===== src/rtl/score_bcd_converter.sv =====
// Binary score to packed BCD converter for the seven-segment score display.
// Serial double-dabble, one bit per clock; leading zero digits are blanked.
//
// state      | meaning
// ST_IDLE    | waiting for start, last result held on bcd_out/digit_en
// ST_CONVERT | BIN_W add-3/shift iterations on {scratch, shift}
// ST_DONE    | one-cycle done pulse, start ignored
module score_bcd_converter #(
  parameter int BIN_W  = 16,
  parameter int DIGITS = 5
) (
  input  logic                  clock,
  input  logic                  reset,
  input  logic                  start,
  input  logic [BIN_W-1:0]      bin_in,
  output logic                  busy,
  output logic                  done,
  output logic [4*DIGITS-1:0]   bcd_out,
  output logic [DIGITS-1:0]     digit_en
);

  localparam int CNT_W = $clog2(BIN_W + 1);
  localparam int SC_W  = 4 * DIGITS;
  localparam logic [CNT_W-1:0] LAST_CNT = CNT_W'(BIN_W - 1);

  typedef enum logic [1:0] {ST_IDLE, ST_CONVERT, ST_DONE} state_t;

  state_t            state_q;
  logic [BIN_W-1:0]  shift_q, shift_d;
  logic [SC_W-1:0]   scratch_q, scratch_d, adj;
  logic [CNT_W-1:0]  cnt_q;
  logic [SC_W-1:0]   bcd_q;
  logic [DIGITS-1:0] den_q, den_d;
  logic              busy_q, done_q;
  logic              any_nz;

  always_comb begin
    adj = scratch_q;
    for (int i = 0; i < DIGITS; i++) begin
      if (scratch_q[4*i +: 4] >= 4'd5) adj[4*i +: 4] = scratch_q[4*i +: 4] + 4'd3;
    end
    {scratch_d, shift_d} = {adj, shift_q} << 1;
  end

  // Blanking walks down from the top digit; the units digit is always lit.
  always_comb begin
    any_nz = 1'b0;
    den_d  = '0;
    for (int i = DIGITS - 1; i >= 0; i--) begin
      any_nz   = any_nz | (|scratch_d[4*i +: 4]);
      den_d[i] = any_nz;
    end
    den_d[0] = 1'b1;
  end

  always_ff @(posedge clock or posedge reset) begin
    if (reset) begin
      state_q   <= ST_IDLE;
      shift_q   <= '0;
      scratch_q <= '0;
      cnt_q     <= '0;
      bcd_q     <= '0;
      den_q     <= DIGITS'(1);
      busy_q    <= 1'b0;
      done_q    <= 1'b0;
    end else begin
      case (state_q)
        ST_IDLE: begin
          if (start) begin
            shift_q   <= bin_in;
            scratch_q <= '0;
            cnt_q     <= '0;
            busy_q    <= 1'b1;
            state_q   <= ST_CONVERT;
          end
        end
        ST_CONVERT: begin
          shift_q   <= shift_d;
          scratch_q <= scratch_d;
          cnt_q     <= cnt_q + 1'b1;
          if (cnt_q == LAST_CNT) begin
            bcd_q   <= scratch_d;
            den_q   <= den_d;
            done_q  <= 1'b1;
            state_q <= ST_DONE;
          end
        end
        ST_DONE: begin
          done_q  <= 1'b0;
          busy_q  <= 1'b0;
          state_q <= ST_IDLE;
        end
        default: state_q <= ST_IDLE;
      endcase
    end
  end

  assign busy     = busy_q;
  assign done     = done_q;
  assign bcd_out  = bcd_q;
  assign digit_en = den_q;

endmodule

===== config.mk =====
export PLATFORM = sky130hd
export DESIGN_NAME = score_bcd_converter
export DESIGN_NICKNAME = d
export VERILOG_FILES = /design/src/rtl/score_bcd_converter.sv
export SDC_FILE = /design/constraint.sdc
export NUM_CORES = 1
export LEC_CHECK = 0
export CAP_MARGIN = 5
export CORE_ASPECT_RATIO = 1.5
export CORE_MARGIN = 1
export CORE_UTILIZATION = 60
export CTS_BUF_LIST = sky130_fd_sc_hd__clkbuf_4
export CTS_CLUSTER_SIZE = 12
export DETAILED_ROUTE_END_ITERATION = 6
export HOLD_SLACK_MARGIN = 0.02
export MAX_ROUTING_LAYER = met4
export PLACE_DENSITY = 0.9
export SYNTH_ARGS = -nofsm -noshare
export SYNTH_HDL_FRONTEND = slang
export SYNTH_SLANG_ARGS = --single-unit

===== constraint.sdc =====
create_clock -name clock -period 7.3 [get_ports clock]
set_input_delay 2.19 -clock clock [delete_from_list [all_inputs] [get_ports clock]]
set_output_delay 2.19 -clock clock [all_outputs]
set_load 0.01 [all_outputs]

# Yosys cells after proc, flatten, opt, wreduce, memory -nomap -nowiden
# Cells that the tools add are included.
# totals
reg_bits	69
input_bits	19
out_inout_bits	27
elab_cells	58
# op_classes
addsub	6
n_lt_le_gt_ge	5
n_eq_ne	5
mux	18
n_bitwise	3
n_reduce_logical	13
# ops
operator	count
one-hot mux 20 bit (2 select lines)	1
one-hot mux 16 bit (2 select lines)	1
>= comparator 4 x 3 -> 1 bit (second input constant)	5
two-way mux 20 bit	1
adder 4 x 2 -> 4 bit (second input constant)	4
two-way mux 16 bit	1
two-way mux 4 bit	4
OR reduction 4 bit	4
one-hot mux 5 bit (2 select lines)	1
AND reduction 2 bit	5
nonzero test 2 bit	3
adder 5 x 1 -> 5 bit (second input constant)	1
equality test 5 x 4 -> 1 bit (second input constant)	1
two-way mux 5 bit	1
two-way mux 2 bit	2
inequality test 2 bit (second input constant)	2
one-hot mux 1 bit (2 select lines)	2
one-hot mux 2 bit (2 select lines)	1
adder 3 x 2 -> 3 bit (second input constant)	1
two-way mux 3 bit	1
bitwise OR 1 bit	3
equality test 2 x 1 -> 1 bit (second input constant)	1
equality test 2 bit (second input constant)	1
logical NOT 2 bit	1
two-way mux 1 bit	2

# Depth between registers and ports, before layout
# depth
word_depth	6
mapped_depth	8
mapped_depth_nobuf	7

# Least setup slack after synthesis
# Ideal clock, no wire load.
# synth_timing
path_kind	input to register
start	input start
end	register scratch_q[11]
setup_ps	133
arrival_time_ps	3061
required_ps	7167
path_slack_ps	4106
stages	5
cell_sequence	nor3b_2 > nor2_1 > clkbuf_1 > o21ai_0 > o21ai_0
# synth_between
elab_chain_cells	2
# synth_lines
item	line	rtl
from (decl)	14	input logic start,
inequality test 2 bit (no line)	n/a	
AND reduction 2 bit (no line)	n/a	
to (signal assigned)	79	scratch_q <= scratch_d;
to (decl)	30	logic [SC_W-1:0] scratch_q, scratch_d, adj;
# No other way between the ends.
# A chain may end at the register's enable or synchronous reset.

# Worst setup path in the final report
# layout_timing
start	register done_q, in the netlist done
end	output done
# layout_rtl
item	line	rtl
from (decl)	34	logic busy_q, done_q;
from (signal assigned)	65	done_q <= 1'b0;
from (signal assigned)	84	done_q <= 1'b1;
from (signal assigned)	89	done_q <= 1'b0;
to (decl)	17	output logic done,
# No word-level cell between the ends.

==> summary.md <==
| Metric | Value |
|---|---|
| Router iterations before antenna repair | `5` |
| RSZ-0062 raised after global routing | `no` |
| CP peak stage delay | `550 ps` |
| Status | `finished clean` |
| Total power | `1.68 mW` |
| Total wire length | `6.38 mm` |
| Count of buffers from port buffering | `44` |
| Ys flop type | `dfrtp_1` |
| H-tree depth | `3` |
| #FFs+latches synth | `69` |
| Vias in the first global route | `2,534` |
| Synth Area per Inst | `9.41 um^2` |
| Max transition margin | `43.8%` |
| Pleak | `1.76 nW` |
| Required @ worst endpoint | `5110 ps` |
| CP cell instances | `clkdlybuf4s50_1` |
| Skew-Pair Late Insertion Delay | `410 ps` |
| Post-DR vias/cell | `5.71` |
| Congestion Overflow GR | `0` |
| Initial DRC Count | `112` |
| CTS resizes | `0` |
| Chip Width | `62.1 um` |
| Final Hold Viols | `0` |
| First-pass GRT wire length | `11.1 mm` |
| Post-DRT Antenna Nets | `0` |
| Synth top cells by count | `69 x dfrtp_1, 64 x nand2_1, 58 x o21ai_0` |
| Type of the most critical hold path | `reg2reg` |
| Skew final | `10.1 ps` |
| Dpl cell area | `3760 um^2` |
| Final setup viols | `0` |
| CTS tree | `yes` |
| Final instance area | `3840 um^2` |
| Setup bufs post-CTS | `0` |
| Share of layout cells above drive strength 1 | `6.63%` |
| Top achievable clock speed | `282 MHz` |
| Syn. warnings | `0` |
| Row Count | `32` |
| P&R area growth vs syn | `18.0%` |
| Pwr/cell area | `437 nW/um^2` |
| DR WL/cell | `13.9 um` |
| Sequential share of the synthesized area | `53.0%` |
| Period minus WS final | `3550 ps` |
| Post-synth top area share | `53.0%` |
| Top cells by area, synth | `dfrtp_1 53%, o21ai_0 8.9%, nand2_1 7.4%, ha_1 4.6%, a22oi_1 3.2%` |
| Gr usage total | `25.8%` |
| Core area | `5160 um^2` |
| Antenna violations before repair | `0` |
| Cts hold-fix bufs | `0` |
| Top cell family by delay on the critical path | `buffers and inverters` |
| Die Y | `92.2 um` |
| CP Buf/Inv Count | `1` |
| Max IR drop VDD | `0.225 mV` |
| WS Path Type | `reg2out` |
| Largest net degree at the start of global routing | `70` |
| Max Slew Vio Count | `0` |
| Syn_nets | `377` |
| Cell area after synthesis | `3260 um^2` |
| Worst Tran Pin Value | `843 ps` |
| Detail Placement HPWL | `4.44 mm` |
| Clock Pin Slew Worst Setup and Hold Paths | `100 ps` |
| CP endpoint kind | `primary output` |
| GPL Wtd Cong | `0.803` |
| Setup TNS | `0 ps` |
| Syn Inst Count | `346` |
| Max_cap viols | `0` |
| Post-synth EDFFs | `0` |
| Maximum root-to-sink buffer count | `2` |
| Crit path launch type | `flip-flop` |
| N_diodes | `0` |
| Most frequent cell after synthesis | `dfrtp_1` |
| Synth cell types | `34` |
| Vias | `2,628` |
| Root Driver | `clkbuf_4` |
| Io pins | `46` |
| CP arrival | `1360 ps` |
| Slowest CP cell | `clkdlybuf4s50_1` |
| Synth area leader | `dfrtp_1` |
| CTS Buf Count | `9` |
| Initial Utilization | `63.0%` |
| Fin nets | `421` |
| Drt drc | `0` |
| Async SR Flop Fraction | `100%` |
| Die area | `5730 um^2` |
| Clk sinks | `69` |
| Tcrit/Tclk final | `48.6%` |
| Worst-path maximum fanout | `3` |
registers in the layout, indices dropped and copies added, names as in the netlist:
register   count
state_q        2
digit_en       4
bcd_out       20
done           1
cnt_q          5
scratch_q     20
shift_q       16
busy           1
cells in the final DEF (no fill, tap or decap), types with 10 or more instances in the layout:
cell type and n:
nor2_1 10, clkdlybuf4s50_1 44, ha_1 12, o21ai_0 58, dfrtp_1 69, a22oi_1 14
inv_1 14, a21oi_1 14, nand3_1 20, nand2_1 64
report_power, final:
part | switching [mW] | internal (mW) | total [mW]
combinational | 0.448 | 0.365 | 0.812
sequential | 0.132 | 0.550 | 0.683
clock | 0.122 | 0.0616 | 0.184
total | 0.702 | 0.977 | 1.68
metal layers:
layer / GRT usage, % / vias to the layer above / wire length, um
li1: - / 1278 / -
met1: 28.0 / 1277 / 2670
met2: 43.8 / 58 / 3380
met3: 7.21 / 15 / 181
met4: 11.8 / 0 / 142
met5: - / - / 0
layout make-up:
type                       instances  area, um^2
fill                             365        1320
tap                               68        85.1
clock buffer                       9        67.6
inverter                          16        60.1
timing repair buffer              50         485
clock inverter                     4        18.8
sequential                        69        1730
multi-input combinational        244        1400
worst paths after layout:
path | slack, ps | cells after the start | start | endpoint
worst max-delay path | 3750 | 1 | done | done
worst min register to register | 490 | 2 | bcd_out[18] | bcd_out[18]
min in group asynchronous | 2330 | 3 | reset | bcd_out[12]
max in group asynchronous | 4410 | 3 | reset | shift_q[12]
worst min-delay path | 490 | 2 | bcd_out[18] | bcd_out[18]
worst max register to register | 5000 | 7 | cnt_q[0] | digit_en[4]
kinds of logic after synthesis:
logic type,count (synthesis),share of synthesized area [%]
buffers and inverters,33,4.00
DFF,69,53.0
other,1,0.115
and+or+nand+nor,125,18.1
adders and majority gates,12,4.61
xor gates and xnor gates,5,1.35
AOI/OAI and AO/OA,97,17.4
muxes,4,1.31
metrics by stage:
| step | utilization (%) | std cells | hold slack, ps | setup WS [ps] |
|---|---|---|---|---|
| after floorplan | - | 346 | 446 | 3370 |
| after CTS | 74.4 | 460 | 492 | 3750 |
| after global placement | 72.7 | 447 | 459 | 3520 |
| after detailed placement | 72.7 | 447 | 467 | 3430 |
| after global routing | 74.4 | 460 | 514 | 3690 |
| final | 74.4 | 460 | 486 | 3750 |
Note: power is estimated with default switching activity, not from simulation.
